$ cat src/rtl/id_exe_control_stage.sv
// id_exe_control_stage
//   Registered ID/EXE control stage. Decodes mode/OP/S into execute-stage
//   control and holds it in the ID/EXE pipeline register. It also inserts
//   bubbles for stall, flush and failed conditions. MUL/MLA is held in EXE
//   for MUL_CYCLES cycles, and busy back-pressures the upstream stages.
//
//   Ports
//     clk, rst          rising-edge clock, async active-high reset
//     valid_in          ID holds a real instruction
//     cond_pass         condition-check result for the ID instruction
//     stall_in/flush_in bubble requests (flush has priority)
//     S, mode, OP       instruction fields
//     is_mul/accumulate MUL/MLA flags
//     busy              comb; high while a multi-cycle MUL occupies EXE
//     valid_out..EXE_CMD registered execute-stage control
module id_exe_control_stage #(
  parameter int MUL_CYCLES  = 3,
  parameter int SUPPORT_MUL = 1,
  parameter int CMD_W       = 4
) (
  input  logic             clk,
  input  logic             rst,
  input  logic             valid_in,
  input  logic             cond_pass,
  input  logic             stall_in,
  input  logic             flush_in,
  input  logic             S,
  input  logic [1:0]       mode,
  input  logic [3:0]       OP,
  input  logic             is_mul,
  input  logic             accumulate,
  output logic             busy,
  output logic             valid_out,
  output logic             S_out,
  output logic             MEM_R,
  output logic             MEM_W,
  output logic             WB_EN,
  output logic             B,
  output logic             MUL_EN,
  output logic             MUL_ACC,
  output logic             mul_last,
  output logic [CMD_W-1:0] EXE_CMD
);

  typedef struct packed {
    logic             valid;
    logic             s;
    logic             mem_r;
    logic             mem_w;
    logic             wb_en;
    logic             b;
    logic             mul_en;
    logic             mul_acc;
    logic             mul_last;
    logic [CMD_W-1:0] cmd;
  } ctrl_t;

  typedef enum logic {IDLE, MUL_RUN} state_t;

  ctrl_t      dec, ctrl_q, ctrl_d;
  state_t     state_q, state_d;
  logic [3:0] cnt_q, cnt_d;
  logic [3:0] cmd4;
  logic       accept;

  // Decode of the ID instruction, assuming it is accepted.
  always_comb begin
    dec       = '0;
    cmd4      = 4'b0000;
    dec.valid = 1'b1;
    dec.s     = S;
    case (mode)
      2'b00: begin
        if (is_mul && (SUPPORT_MUL != 0)) begin
          cmd4        = 4'b1010;
          dec.mul_en  = 1'b1;
          dec.mul_acc = accumulate;
        end else begin
          case (OP)
            4'b1101: begin cmd4 = 4'b0001; dec.wb_en = 1'b1; end // MOV
            4'b1111: begin cmd4 = 4'b1001; dec.wb_en = 1'b1; end // MVN
            4'b0100: begin cmd4 = 4'b0010; dec.wb_en = 1'b1; end // ADD
            4'b0101: begin cmd4 = 4'b0011; dec.wb_en = 1'b1; end // ADC
            4'b0010: begin cmd4 = 4'b0100; dec.wb_en = 1'b1; end // SUB
            4'b0110: begin cmd4 = 4'b0101; dec.wb_en = 1'b1; end // SBC
            4'b0000: begin cmd4 = 4'b0110; dec.wb_en = 1'b1; end // AND
            4'b1100: begin cmd4 = 4'b0111; dec.wb_en = 1'b1; end // ORR
            4'b0001: begin cmd4 = 4'b1000; dec.wb_en = 1'b1; end // EOR
            4'b1010: cmd4 = 4'b0100;                             // CMP
            4'b1000: cmd4 = 4'b0110;                             // TST
            default: cmd4 = 4'b0000;
          endcase
        end
      end
      2'b01: begin
        cmd4 = 4'b0010;
        if (S) begin
          dec.mem_r = 1'b1;
          dec.wb_en = 1'b1;
        end else begin
          dec.mem_w = 1'b1;
        end
      end
      2'b10:   dec.b = 1'b1;
      default: ;
    endcase
    dec.cmd = CMD_W'(cmd4);
  end

  assign accept = valid_in & cond_pass & ~stall_in & ~flush_in;

  always_comb begin
    ctrl_d  = ctrl_q;
    state_d = state_q;
    cnt_d   = cnt_q;
    case (state_q)
      IDLE: begin
        if (!accept) begin
          ctrl_d = '0;
        end else begin
          ctrl_d = dec;
          if (dec.mul_en) begin
            if (MUL_CYCLES > 1) begin
              // Write-back is deferred to the final occupancy cycle.
              ctrl_d.wb_en    = 1'b0;
              ctrl_d.mul_last = 1'b0;
              cnt_d           = 4'(MUL_CYCLES - 1);
              state_d         = MUL_RUN;
            end else begin
              ctrl_d.wb_en    = 1'b1;
              ctrl_d.mul_last = 1'b1;
            end
          end
        end
      end
      MUL_RUN: begin
        // Control is held; ID inputs, stall and flush are ignored here.
        cnt_d = cnt_q - 4'd1;
        if (cnt_q == 4'd1) begin
          ctrl_d.wb_en    = 1'b1;
          ctrl_d.mul_last = 1'b1;
          state_d         = IDLE;
        end
      end
      default: state_d = IDLE;
    endcase
  end

  always_ff @(posedge clk or posedge rst) begin
    if (rst) begin
      ctrl_q  <= '0;
      state_q <= IDLE;
      cnt_q   <= 4'd0;
    end else begin
      ctrl_q  <= ctrl_d;
      state_q <= state_d;
      cnt_q   <= cnt_d;
    end
  end

  assign busy      = (state_q == MUL_RUN);
  assign valid_out = ctrl_q.valid;
  assign S_out     = ctrl_q.s;
  assign MEM_R     = ctrl_q.mem_r;
  assign MEM_W     = ctrl_q.mem_w;
  assign WB_EN     = ctrl_q.wb_en;
  assign B         = ctrl_q.b;
  assign MUL_EN    = ctrl_q.mul_en;
  assign MUL_ACC   = ctrl_q.mul_acc;
  assign mul_last  = ctrl_q.mul_last;
  assign EXE_CMD   = ctrl_q.cmd;

endmodule
$ cat config.mk
export PLATFORM = sky130hd
export DESIGN_NAME = id_exe_control_stage
export DESIGN_NICKNAME = d
export VERILOG_FILES = /design/src/rtl/id_exe_control_stage.sv
export SDC_FILE = /design/constraint.sdc
export NUM_CORES = 1
export LEC_CHECK = 0
export CORE_MARGIN = 4
export CORE_UTILIZATION = 30
export CTS_CLUSTER_DIAMETER = 200
export CTS_CLUSTER_SIZE = 16
export DETAILED_ROUTE_END_ITERATION = 10
export DONT_BUFFER_PORTS = 1
export SLEW_MARGIN = 20
export SYNTH_ARGS = -nofsm -noshare
export SYNTH_HDL_FRONTEND = slang
export SYNTH_SLANG_ARGS = --single-unit
$ cat constraint.sdc
create_clock -name clk -period 2.8 [get_ports clk]
set_input_delay 0.42 -clock clk [delete_from_list [all_inputs] [get_ports clk]]
set_output_delay 0.42 -clock clk [all_outputs]
set_load 0.05 [all_outputs]
==> results_dict.tcl <==
set metrics [dict create \
    ys.flop_type "dfrtp_1" \
    pre_cts_ws_ns 1.30 \
    grt_pass1_vias 690 \
    synth_cells 90 \
    initialDrtViolationCount 10 \
    grt_pass1_wl_um 3060 \
    clk_pin_slew_worst_paths_ns 0.09 \
    cts_tree "built" \
    syn_nets 107 \
    worst_slack_ns 1.22 \
    routed_wl_um 1780 \
    path_cells "buf_4" \
    timing.final.crit_share_pct 56.4 \
    die_w_um 61.9 \
    track_usage_pct 10.5 \
    io_pins 29 \
    hpwl_um 1390 \
    tns_ns 0 \
    core_area_um2 2760 \
    holdCritPathClass "in2async" \
    drt-pass1-iter-count 3 \
    grt_max_degree 19 \
    cts_inserted_buffers 3 \
    cts_resized 0 \
    min_period_ns 1.58 \
    start_util_pct 31.6 \
    fmax_mhz 633 \
    slew_violations 0 \
    cp.required_ns 2.38 \
    place.gp.congestion 0.755 \
    arrival_ns 1.16 \
    ctsHtreeMaxLevel 1 \
    synthesis.area_um2 871 \
    start_kind "flip-flop" \
    io_buffer_count 0 \
    outcome "finished, final reports clean" \
    peakVddDrop_mv 0.317 \
    die-area_um2 3830 \
    synth_async_sr_flop_share_pct 100 \
    worst-path-buf-inv 1 \
    ys_ff_latch 18 \
    post_cts_buffers 0 \
    via_per_inst 5.29 \
    std_cell_rows 19 \
    maxCapViolCount 0 \
    cp_max_fo 18 \
    die_y_um 61.9 \
    postRouteAntennaNets 0 \
    syn_area_per_cell_um2 9.68 \
    insertedDiodeCount 0 \
    worstSetupEndpointType "output pin" \
    synth-edff-count 0 \
    routedWlPerCell_um 14.5 \
    ctsHoldBuffers 0 \
    crit_type "reg2out" \
    finalPower_uw 616 \
    final_util_pct 33.8 \
    synth.yosys.warnings 0 \
    relSlewSlack_pct 55.8 \
    seq_area_frac_synth_pct 51.7 \
    insertion_delay_ns 0.28 \
    area_growth_pct 7.04 \
    rsz0062_at_grt "no" \
    antenna_found_initial 0 \
    crit_family "flip-flops" \
    finClkSkew_ns 0.00264 \
    crit_path_max_incr_delay_ns 0.51 \
    hold_viol_final 0 \
    drive_gt1_share_pct 9.78 \
    max-clock-path-buffers 2 \
    setup_viol 0 \
    grt_remaining_overflow 0 \
    drc_errors 0 \
    cts-root-buf "clkbuf_4" \
    synth_top_cells_by_area "dfrtp_1, nand2_1, nand2b_1" \
    critPathSlowestCell "dfrtp_1" \
    vias 651 \
    yosysUniqueCellTypes 32 \
    p_leak_nw 0.442 \
    p_per_area_nw_per_um2 661 \
    worst_pin_slew_ns 0.662 \
    nets 111 \
    synth_top_cell_by_area "dfrtp_1" \
    yosys.area.top_type_share_pct 51.7 \
    cts_sinks 18 \
]
==> worst paths after layout <==
check | start | to | slack (ns) | depth (start not counted)
hold / removal | rst | EXE_CMD[2] | 0.11 | 1
setup reg to reg | busy | cnt_q[3] | 1.34 | 4
hold reg to reg | cnt_q[3] | cnt_q[3] | 0.50 | 1
min in group clk | S | MEM_W | 0.23 | 1
setup / recovery | busy | busy | 1.22 | 1
max in group asynchronous | rst | EXE_CMD[3] | 2.27 | 1
==> cells by family (layout without fill, tap and decap cells) <==
family / count (synthesis) / after routing / synth area share, %
AOI/OAI and AO/OA: 21 / 21 / 16.8
xor gates and xnor gates: 1 / 1 / 1.01
adders and majority gates: 2 / 2 / 2.87
buffers and inverters: 7 / 9 / 3.02
DFF: 18 / 18 / 51.7
muxes: 1 / 1 / 1.15
and+or+nand+nor: 40 / 40 / 23.4
==> cells in the final DEF, fill, tap and decap left out <==
cell,n
nand4bb_1,1
or3_1,1
mux2i_1,1
xnor2_1,1
clkbuf_4,3
a31o_2,1
nand2_1,15
a21boi_0,1
a32o_1,1
o31a_1,1
nor3b_1,1
and2_1,1
o311ai_0,1
a22o_1,1
a21o_1,1
o21ai_0,5
nor2_1,6
nand2b_1,5
o21ai_1,1
a21oi_1,4
inv_1,4
or4_4,1
nand3b_1,1
or4_1,1
inv_2,1
o31ai_1,1
o221a_2,1
o41ai_1,2
ha_1,2
dfrtp_1,18
or2_2,1
nand3_1,6
buf_4,1
==> worst register-to-register path: stages, from the launching register on <==
cell and delay, ns:
dfrtp_1 0.51, inv_2 0.12, or4_1 0.56, nand3_1 0.10
o21ai_1 0.06
==> sequential cells by signal (all words and copies together), names as in the netlist <==
signal and cells:
mul_last 1, MEM_R 1, MUL_EN 1, cnt_q 4, S_out 1, MEM_W 1
MUL_ACC 1, valid_out 1, busy 1, EXE_CMD 4, B 1, WB_EN 1
==> metal layers <==
| layer | up-vias | track usage (%) | part of all wire (%) |
|---|---|---|---|
| li1 | 323 | - | - |
| met1 | 307 | 13.2 | 47 |
| met2 | 21 | 17.0 | 45 |
| met3 | 0 | 4.55 | 8.6 |
| met4 | 0 | 1.52 | 0 |
| met5 | - | 0 | 0 |
==> where the power goes <==
part	internal, mW	switching, mW	total, mW
Combinational	0.0548	0.0856	0.140
Clock	0.0499	0.0725	0.122
Sequential	0.295	0.0582	0.353
==> area by class of cell <==
type,instances,area (µm²)
fill,285,1830
sequential,18,450
multi-input combinational,65,394
tap,31,38.8
clock buffer,3,22.5
inverter,5,18.8
timing repair buffer,1,7.51
==> Yosys cell counts, types with 2 or more instances <==
master / instances
o21ai_0: 5
inv_1: 4
nand2_1: 15
clkbuf_1: 2
nand3_1: 6
a21oi_1: 4
nor2_1: 6
ha_1: 2
o41ai_1: 2
nand2b_1: 5
dfrtp_1: 18
==> through the flow <==
stage          hold slack, ns  cells  area (µm²)
2_1_floorplan           0.359     90         871
3_3_place_gp            0.442    120         910
3_5_place_dp            0.457    120         910
4_1_cts                 0.135    123         932
5_1_grt                 0.156    123         932
6_report                0.106    123         932
Note: power is estimated with default switching activity, not from simulation.
